**config.mk**
```make
export PLATFORM = sky130hd
export DESIGN_NAME = rb_wb_ctrl
export DESIGN_NICKNAME = d
export VERILOG_FILES = /design/src/rtl/sneva_pkg.sv /design/src/rtl/rb_wb_fifo.sv /design/src/rtl/rb_wb_ctrl.sv
export SDC_FILE = /design/constraint.sdc
export NUM_CORES = 1
export LEC_CHECK = 0
export CAP_MARGIN = 5
export CELL_PAD_IN_SITES_DETAIL_PLACEMENT = 0
export CELL_PAD_IN_SITES_GLOBAL_PLACEMENT = 1
export CORE_MARGIN = 2
export CORE_UTILIZATION = 43
export DETAILED_ROUTE_END_ITERATION = 8
export GPL_ROUTABILITY_DRIVEN = 1
export PLACE_DENSITY_LB_ADDON = 0.1
export SKIP_CTS_REPAIR_TIMING = 1
export SLEW_MARGIN = 20
export SYNTH_ARGS = -nofsm -noshare
export SYNTH_HDL_FRONTEND = slang
export SYNTH_SLANG_ARGS = --single-unit
```
**constraint.sdc**
```tcl
create_clock -name clk -period 3.9 [get_ports clk]
set_input_delay 0.585 -clock clk [delete_from_list [all_inputs] [get_ports clk]]
set_output_delay 0.585 -clock clk [all_outputs]
set_load 0.005 [all_outputs]
```
**src/rtl/sneva_pkg.sv**
```systemverilog
//------------------------------------------------------------------------------
// Module   : sneva_pkg
// Brief    : Shared register-file widths and the writeback entry type.
// Revision : 1.0
//------------------------------------------------------------------------------
`default_nettype none

package sneva_pkg;

    localparam int XLEN   = 32;
    localparam int REG_AW = 5;
    localparam int NREGS  = 32;
    localparam logic [REG_AW-1:0] REG_ZERO = 5'd0;

    typedef struct packed {
        logic [REG_AW-1:0] rd;
        logic [XLEN-1:0]   data;
    } wb_entry_t;

endpackage

`default_nettype wire

```
**src/rtl/rb_wb_fifo.sv**
```systemverilog
//------------------------------------------------------------------------------
// Module   : rb_wb_fifo
// Brief    : Synchronous FIFO holding ALU results awaiting the write port.
// Revision : 1.0
//------------------------------------------------------------------------------
`default_nettype none

module rb_wb_fifo #(
    parameter int DEPTH = 4,
    parameter int WIDTH = 37
) (
    input  logic             clk,
    input  logic             rst,
    input  logic             push_i,
    input  logic [WIDTH-1:0] din_i,
    input  logic             pop_i,
    output logic [WIDTH-1:0] dout_o,
    output logic             full_o,
    output logic             empty_o
);

    localparam int AW = $clog2(DEPTH);
    localparam int CW = AW + 1;

    logic [WIDTH-1:0] mem_q [DEPTH];
    logic [AW-1:0]    wr_ptr_q;
    logic [AW-1:0]    rd_ptr_q;
    logic [CW-1:0]    count_q;
    logic             do_push;
    logic             do_pop;

    assign full_o  = (count_q == CW'(DEPTH));
    assign empty_o = (count_q == '0);
    assign do_push = push_i && !full_o;
    assign do_pop  = pop_i && !empty_o;
    assign dout_o  = mem_q[rd_ptr_q];

    // Storage is not reset; only the pointers define what is valid.
    always_ff @(posedge clk) begin
        if (do_push) begin
            mem_q[wr_ptr_q] <= din_i;
        end
    end

    always_ff @(posedge clk or posedge rst) begin
        if (rst) begin
            wr_ptr_q <= '0;
            rd_ptr_q <= '0;
            count_q  <= '0;
        end else begin
            if (do_push) begin
                wr_ptr_q <= wr_ptr_q + AW'(1);
            end
            if (do_pop) begin
                rd_ptr_q <= rd_ptr_q + AW'(1);
            end
            count_q <= count_q + CW'(do_push) - CW'(do_pop);
        end
    end

endmodule

`default_nettype wire

```
**src/rtl/rb_wb_ctrl.sv**
```systemverilog
//------------------------------------------------------------------------------
// Module   : rb_wb_ctrl
// Brief    : Merges ALU/LSU results onto reg_bank's write port, arbitrates
//            port A against decode reads and tracks the busy scoreboard.
// Revision : 1.0
//------------------------------------------------------------------------------
`default_nettype none

module rb_wb_ctrl
    import sneva_pkg::*;
#(
    parameter int FIFO_DEPTH   = 4,
    parameter int MAX_WR_BURST = 3
) (
    input  logic              clk,
    input  logic              rst,
    input  logic              alu_valid,
    output logic              alu_ready,
    input  logic [REG_AW-1:0] alu_rd,
    input  logic [XLEN-1:0]   alu_data,
    input  logic              lsu_valid,
    output logic              lsu_ready,
    input  logic [REG_AW-1:0] lsu_rd,
    input  logic [XLEN-1:0]   lsu_data,
    input  logic              iss_set,
    input  logic [REG_AW-1:0] iss_rd,
    input  logic              rd_req,
    input  logic [REG_AW-1:0] rd_addr,
    output logic              rd_grant,
    output logic              rb_wen,
    output logic [REG_AW-1:0] rb_addr_a,
    output logic [XLEN-1:0]   rb_data,
    output logic [NREGS-1:0]  busy
);

    localparam int BW = $clog2(MAX_WR_BURST + 1);
    localparam logic [BW-1:0] BURST_MAX = BW'(MAX_WR_BURST);

    wb_entry_t         fifo_din;
    wb_entry_t         fifo_dout;
    wb_entry_t         cand;
    logic              fifo_full;
    logic              fifo_empty;
    logic              fifo_pop;
    logic              cand_valid;
    logic              read_win;
    logic              take;

    logic              wen_q,   wen_d;
    logic              grant_q, grant_d;
    logic [REG_AW-1:0] addr_q,  addr_d;
    logic [XLEN-1:0]   data_q,  data_d;
    logic [BW-1:0]     burst_q, burst_d;
    logic [NREGS-1:0]  busy_q,  busy_d;

    assign fifo_din.rd   = alu_rd;
    assign fifo_din.data = alu_data;

    rb_wb_fifo #(
        .DEPTH (FIFO_DEPTH),
        .WIDTH ($bits(wb_entry_t))
    ) u_fifo (
        .clk     (clk),
        .rst     (rst),
        .push_i  (alu_valid && alu_ready),
        .din_i   (fifo_din),
        .pop_i   (fifo_pop),
        .dout_o  (fifo_dout),
        .full_o  (fifo_full),
        .empty_o (fifo_empty)
    );

    // LSU always outranks queued ALU results.
    assign cand       = lsu_valid ? '{rd: lsu_rd, data: lsu_data} : fifo_dout;
    assign cand_valid = lsu_valid || !fifo_empty;
    assign read_win   = rd_req && (!cand_valid || (burst_q == BURST_MAX));
    assign take       = cand_valid && !read_win;

    assign alu_ready  = !fifo_full;
    assign lsu_ready  = take && lsu_valid;
    assign fifo_pop   = take && !lsu_valid;

    always_comb begin
        wen_d   = 1'b1;
        grant_d = 1'b0;
        addr_d  = addr_q;
        data_d  = data_q;
        burst_d = burst_q;
        busy_d  = busy_q;

        if (read_win) begin
            addr_d  = rd_addr;
            grant_d = 1'b1;
        end else if (take) begin
            wen_d          = (cand.rd == REG_ZERO);
            addr_d         = cand.rd;
            data_d         = cand.data;
            busy_d[cand.rd] = 1'b0;
        end

        if (!rd_req || read_win) begin
            burst_d = '0;
        end else if (take && (burst_q != BURST_MAX)) begin
            burst_d = burst_q + BW'(1);
        end

        // Issue set applied after the clear so it wins on a same-index collision.
        if (iss_set) begin
            busy_d[iss_rd] = 1'b1;
        end
        busy_d[REG_ZERO] = 1'b0;
    end

    always_ff @(posedge clk or posedge rst) begin
        if (rst) begin
            wen_q   <= 1'b1;
            grant_q <= 1'b0;
            addr_q  <= '0;
            data_q  <= '0;
            burst_q <= '0;
            busy_q  <= '0;
        end else begin
            wen_q   <= wen_d;
            grant_q <= grant_d;
            addr_q  <= addr_d;
            data_q  <= data_d;
            burst_q <= burst_d;
            busy_q  <= busy_d;
        end
    end

    assign rb_wen    = wen_q;
    assign rd_grant  = grant_q;
    assign rb_addr_a = addr_q;
    assign rb_data   = data_q;
    assign busy      = busy_q;

endmodule

`default_nettype wire

```
==> results_dict.tcl, run 1 <==
set metrics [dict create \
    startpoint "burst_q[0]$_DFFE_PP0P_" \
    hp-class "flip-flop to flip-flop" \
    synth_simple_gate_area_frac 0.06308 \
    cts_buffers 24 \
    worst_slack_ns 0.9159 \
    areaGrowthSynthToFinish_pct 29.10 \
    design.core.area_um2 20960 \
    power_density_nw_per_um2 710.2 \
    synth-compound-area-share 0.09984 \
    clk_latency_ns 0.52 \
    cts_tree "done" \
    setup_viol 0 \
    wl_per_cell_um 20.36 \
    p_leak_uw 0.004274 \
    hpwl_mm 13.78 \
    p_comb_frac 0.318 \
    clock_power_share 0.252 \
    synth-edff-count 148 \
    place_inst 1004 \
    cp.arrival_ns 2.40 \
    ys_types 50 \
    io_pins 163 \
    crit_chain "ha_1 > o21ai_1 > inv_1 > nor2_1 > clkdlybuf4s50_1" \
    overflow 0 \
    rr_startpoint "burst_q[0]$_DFFE_PP0P_" \
    crit_path_end_kind "primary output" \
    syn_avg_cell_area_um2 15.49 \
    synth-main-ff-cell "edfxtp_1" \
    nFillCells 1723 \
    ant_nets 0 \
    fp-row-count 53 \
    grt_pass1_wl_mm 32.94 \
    drt_first_pass_iters 5 \
    regArea_um2 6425 \
    crit_path_max_incr_delay_ns 0.54 \
    multi_input_area_um2 2506 \
    r2r_cells 6 \
    min_period_ns 2.984 \
    clkTransAtPathRegs_ns 0.06 \
    criticalPathCategory "flip-flop to primary output" \
    antenna_found_initial 0 \
    crit_fanout 8 \
    worst_pin_slew_ns 1.024 \
    layout_commonest_cell "clkdlybuf4s50_1" \
    track_usage 0.1916 \
    whs_ns 0.4536 \
    fin_skew_ns 0.02068 \
    endpoint "lsu_ready" \
    yosys-top-cells-area "edfxtp_1 (49%), dfrtp_1 (21%), mux4_2 (8.1%), nand2_1 (3.0%), a22oi_1 (2.9%)" \
    grt_start_max_net_pins 41 \
    cts_root_buf "clkbuf_16" \
    start_kind "flip-flop" \
    final_max_slew_viol_count 0 \
    h-tree-depth 1 \
    worstReg2RegEnd "busy[30]$_DFF_PP0_" \
    vias_per_cell 5.455 \
    first_global_vias 5856 \
    vias 5717 \
    cts.sinks 227 \
    instances_no_fill 1048 \
    cp.required_ns 3.31 \
    synth_area_um2 9124 \
    synth_seq_cells 227 \
    synthMuxAreaShare 0.09243 \
    start_util 0.4354 \
    internal_power_uw 5864 \
    synth_top_family_by_area "compound AO/OA/AOI/OAI gates" \
    rsz0062_at_grt "no" \
    switching_share 0.2991 \
    status "completed" \
    cap_viol_max_count 0 \
    yosysTopAreaCell "edfxtp_1" \
    r2r_slack_ns 1.24 \
    fin_setup_tns_ns 0 \
    crit_slowest_cell "clkdlybuf4s50_1" \
    hold_viol 0 \
    synthAdderAreaFrac 0.01179 \
    wl_mm 21.34 \
    clockBufferDepth 3 \
    pre_cts_slack_ns 0.8679 \
    drc_errors 0 \
    peakVddDrop_mv 0.4248 \
    die_w_um 149.7 \
    mappedNetlistNets 687 \
    pwr-share-seq 0.431 \
    relSlewSlack 0.3172 \
    synth_top_area_frac 0.4871 \
    synth_xor_xnor_area_share 0.004800 \
    p_switching_uw 2502 \
    drive_gt1_frac 0.1371 \
    mostFrequentLayoutCells "clkdlybuf4s50_1 (160), edfxtp_1 (148), dfrtp_1 (76), nand2_1 (73), o21ai_0 (43)" \
    drtIter0Drc 314 \
    max_freq_mhz 335.1 \
    die_area_um2 22400 \
    design_area_um2 11780 \
    gp_congestion 0.8049 \
    fp.dieH_um 149.7 \
    numPortBuffers 161 \
    post-route-period-util 0.7652 \
    antennaDiodeCount 0 \
    async_reset_ff_frac 0.3480 \
    syn_inst 589 \
    ys_seq_area_frac 0.7039 \
    fin_nets 853 \
    dpl_cell_area_um2 11050 \
    ys_warn_count 0 \
]
-- per-stage QoR --
stage | util | total power, uW
3_5_place_dp | 0.5272 | 6360
2_1_floorplan | - | 5050
3_3_place_gp | 0.5272 | 6300
6_report | 0.5621 | 8365
5_1_grt | 0.5621 | 8845
4_1_cts | 0.5621 | 8472
-- flip-flops by register name (all words and copies together), names as in the netlist --
register         count
u_fifo.mem_q       148
rb_data             32
busy                31
rb_addr_a            5
u_fifo.count_q       3
burst_q              2
u_fifo.rd_ptr_q      2
u_fifo.wr_ptr_q      2
rb_wen               1
rd_grant             1
-- worst min-delay path by stage --
stage / start / endpoint / cells past startpoint / slack, ns
after global placement: burst_q[0]$_DFFE_PP0P_ / burst_q[0]$_DFFE_PP0P_ / 1 / 0.43
after global routing: burst_q[0]$_DFFE_PP0P_ / burst_q[0]$_DFFE_PP0P_ / 1 / 0.47
after CTS: burst_q[0]$_DFFE_PP0P_ / burst_q[0]$_DFFE_PP0P_ / 1 / 0.45
after detailed placement: burst_q[0]$_DFFE_PP0P_ / burst_q[0]$_DFFE_PP0P_ / 1 / 0.45
after floorplan: burst_q[0]$_DFFE_PP0P_ / burst_q[0]$_DFFE_PP0P_ / 1 / 0.42
final: burst_q[0]$_DFFE_PP0P_ / burst_q[0]$_DFFE_PP0P_ / 1 / 0.45
-- cell usage after synthesis, types with 2 or more instances --
cell and number:
ha_1 7, nand2_1 73, a31oi_1 5, nand3b_1 4, edfxtp_1 148, mux4_2 33
clkbuf_1 21, o221ai_1 6, o41ai_2 6, mux2i_1 6, nor4_1 3, buf_1 3
a22oi_1 35, a21oi_1 3, or3_1 2, nor2b_1 2, o21ai_1 8, dfrtp_1 78
inv_1 15, buf_4 2, buf_2 8, o21ai_0 43, nor2_1 20, xnor2_1 4
nand3_1 5, o21a_1 3, and3_1 5, nor3b_1 3, nand2b_1 2, o41ai_1 16
-- power by group through the flow --
stage	Combinational, uW	Clock (uW)	Sequential [uW]
6_report	2660	2110	3600
5_1_grt	2920	2250	3670
4_1_cts	2710	2150	3610
2_1_floorplan	1480	0	3570
3_3_place_gp	2680	0	3620
3_5_place_dp	2710	0	3650
-- routing by layer --
layer,global-route usage,routed length [um],part of all wire
met5,0,0,0
met4,0.04575,359,0.017
met3,0.03262,1349,0.063
met2,0.3326,10750,0.50
met1,0.2538,8888,0.42
-- cell families (layout without fill, tap and decap cells) --
logic type | Yosys count | count (layout)
AO/OA/AOI/OAI | 129 | 129
adder cells (fa/ha/maj) | 8 | 8
XOR/XNOR | 5 | 5
AND/OR/NAND/NOR | 126 | 126
buffers and inverters | 51 | 235
multiplexers | 42 | 42
other | 1 | 1
flip-flops | 227 | 227
-- cell type report --
| cell class | instances | share of cell area |
|---|---|---|
| timing repair buffer | 175 | 0.1453 |
| clock inverter | 14 | 0.009135 |
| clock buffer | 30 | 0.05290 |
| inverter | 16 | 0.005205 |
| sequential | 227 | 0.5455 |
| multi-input combinational | 311 | 0.2128 |
| tap | 275 | 0.02921 |
-- critical path: cells and delay by family, from the launching register on --
| kind | cells | cell delay, ns |
|---|---|---|
| AO/OA/AOI/OAI | 1 | 0.44 |
| adder cells (fa/ha/maj) | 1 | 0.25 |
| flip-flops | 1 | 0.38 |
| buffers and inverters | 2 | 0.66 |
| AND/OR/NAND/NOR | 1 | 0.17 |
Note: power is estimated with default switching activity, not from simulation.
==> run 2, diff against run 1 <==
Settings changed: CORE_UTILIZATION 43 to 39.
Clock period 3.9 ns to 2.6 ns, I/O delays scaled along.
==> run 2 against run 1 <==
Register-to-register slack worse by 0.90 ns. Final area up 2.8%. Cell count rose by 5.4%. Total power grew 56%. Die area up 10%. Wire length grew 4.3%. Setup slack got worse by 0.58 ns. Clock skew shrank 0.012 ns. Largest cell class unchanged.
==> results_dict.tcl, run 2 (synthesis results as in run 1) <==
set metrics [dict create \
    antenna_found_initial 2 \
    areaGrowthSynthToFinish_pct 32.67 \
    clockBufferDepth 3 \
    crit_buf_inv 2 \
    fin_util 0.5314 \
    relSlewSlack 0.3440 \
    pwr-share-seq 0.414 \
    crit_fanout 13 \
    cap_viol_max_count 0 \
    cts_buffers 25 \
    vias 5807 \
    r2r_cells 7 \
    fp.dieH_um 157.0 \
    rsz0062_at_grt "no" \
    place_inst 1056 \
    track_usage 0.1843 \
    power_density_nw_per_um2 1079 \
    status "completed" \
    p_leak_uw 0.004425 \
    p_switching_uw 3864 \
    overflow 0 \
    worst_slack_ns 0.3392 \
    rr_startpoint "u_fifo.rd_ptr_q[0]$_DFFE_PP0P_" \
    crit_path_end_kind "flip-flop" \
    dpl_cell_area_um2 11260 \
    wl_mm 22.25 \
    start_kind "flip-flop" \
    fin_nets 870 \
    hpwl_mm 14.36 \
    r2r_slack_ns 0.34 \
    pre_cts_slack_ns 0.09075 \
    largest_reg_flops 148 \
    drc_errors 0 \
    crit_slowest_cell "dfrtp_2" \
    grt_start_max_net_pins 44 \
    first_global_vias 6015 \
    drtIter0Drc 294 \
    numPortBuffers 161 \
    cts.sinks 227 \
    h-tree-depth 1 \
    clkTransAtPathRegs_ns 0.06 \
    post-route-period-util 0.8695 \
    hp-class "primary input to asynchronous set/reset pin" \
    cts_tree "done" \
    die_area_um2 24630 \
    crit_chain "buf_6 > nor2b_1 > a222oi_1 > buf_4 > or3_1 > o41ai_1 > o21ai_0" \
    clock_power_share 0.265 \
    setup_viol 0 \
    worst_pin_slew_ns 0.9817 \
    peakVddDrop_mv 0.4703 \
    layout_commonest_cell "clkdlybuf4s50_1" \
    largest-register "u_fifo.mem_q" \
    grt_pass1_wl_mm 34.68 \
    hold_viol 0 \
    fin_skew_ns 0.008472 \
    criticalPathCategory "flip-flop to flip-flop" \
    drive_gt1_frac 0.1631 \
    internal_power_uw 9192 \
    max_freq_mhz 442.3 \
    design_area_um2 12100 \
    wl_per_cell_um 20.14 \
    drt_first_pass_iters 4 \
    nFillCells 1857 \
    start_util 0.4005 \
    instances_no_fill 1105 \
    fp-row-count 55 \
    cp.arrival_ns 2.65 \
    finalPower_uw 13060 \
    mostFrequentLayoutCells "clkdlybuf4s50_1 (159), edfxtp_1 (148), dfrtp_1 (76), nand2_1 (73), o21ai_0 (43)" \
    min_period_ns 2.261 \
    critical-path-top-delay-family "simple AND/OR/NAND/NOR gates" \
    crit_path_max_incr_delay_ns 0.51 \
    die_w_um 157.0 \
    ant_nets 0 \
    p_comb_frac 0.321 \
    gp_congestion 0.7895 \
    design.core.area_um2 22780 \
    io_pins 163 \
    worstReg2RegEnd "busy[7]$_DFF_PP0_" \
    cp.required_ns 2.99 \
    switching_share 0.2959 \
    vias_per_cell 5.255 \
    final_max_slew_viol_count 0 \
    clk_latency_ns 0.52 \
    cts_root_buf "clkbuf_16" \
]
-- run 2: changes by cell type in the layout (fill, tap and decap cells not counted), moves of 2 or more --
cell      change
buf_12        +5
buf_4        +10
clkbuf_1      -2
clkbuf_8      +3
inv_6         +2
-- run 2: worst reg2reg max path, stage by stage (launching register included) --
cell,delay (ns)
dfrtp_2,0.51
buf_6,0.26
nor2b_1,0.16
a222oi_1,0.11
buf_4,0.20
or3_1,0.49
o41ai_1,0.27
o21ai_0,0.13
-- run 2: cell type report --
class,count,area (um2),share of cell area
Timing Repair Buffer,191,1901,0.1570
Clock inverter,14,131.4,0.01085
Clock buffer,32,681.9,0.05634
Multi-Input combinational cell,311,2510,0.2074
Antenna cell,1,2.502,0.0002067
Tap cell,313,391.6,0.03235
Sequential cell,227,6425,0.5308
Inverter,16,61.31,0.005065
-- run 2: how the worst max path moves through the flow --
stage,slack [ns],cells after the start,startpoint,to
final,0.34,7,u_fifo.rd_ptr_q[0]$_DFFE_PP0P_,busy[7]$_DFF_PP0_
after detailed placement,0.09,10,rd_req,u_fifo.count_q[2]$_DFF_PP0_
after global routing,0.08,7,u_fifo.rd_ptr_q[0]$_DFFE_PP0P_,busy[3]$_DFF_PP0_
after global placement,0.13,10,rd_req,u_fifo.count_q[2]$_DFF_PP0_
after CTS,-0.11,6,u_fifo.count_q[1]$_DFF_PP0_,lsu_ready
after floorplan,0.03,10,u_fifo.count_q[1]$_DFF_PP0_,u_fifo.count_q[2]$_DFF_PP0_
-- run 2: through the flow --
| stage | setup TNS [ns] | hold WS, ns |
|---|---|---|
| 2_1_floorplan | 0 | 0.4189 |
| 3_5_place_dp | 0 | 0.4421 |
| 4_1_cts | -0.1089 | 0.2103 |
| 5_1_grt | 0 | 0.2481 |
| 6_report | 0 | 0.2124 |
| 3_3_place_gp | 0 | 0.4328 |
-- run 2: power by group through the flow --
stage / Clock, uW / Combinational (uW) / Sequential (uW)
6_report: 3460 / 4200 / 5400
5_1_grt: 3700 / 4580 / 5510
4_1_cts: 3550 / 4260 / 5420
3_5_place_dp: 0 / 4250 / 5480
3_3_place_gp: 0 / 4180 / 5420
2_1_floorplan: 0 / 2220 / 5370
-- run 2: metal layers --
layer,wire length [um],share of wire,GRT usage,vias up
met5,12,0.00054,0,-
met4,590,0.027,0.06247,2
met3,1526,0.069,0.03937,42
met2,10570,0.48,0.2972,197
met1,9548,0.43,0.2501,2917
li1,-,-,-,2649
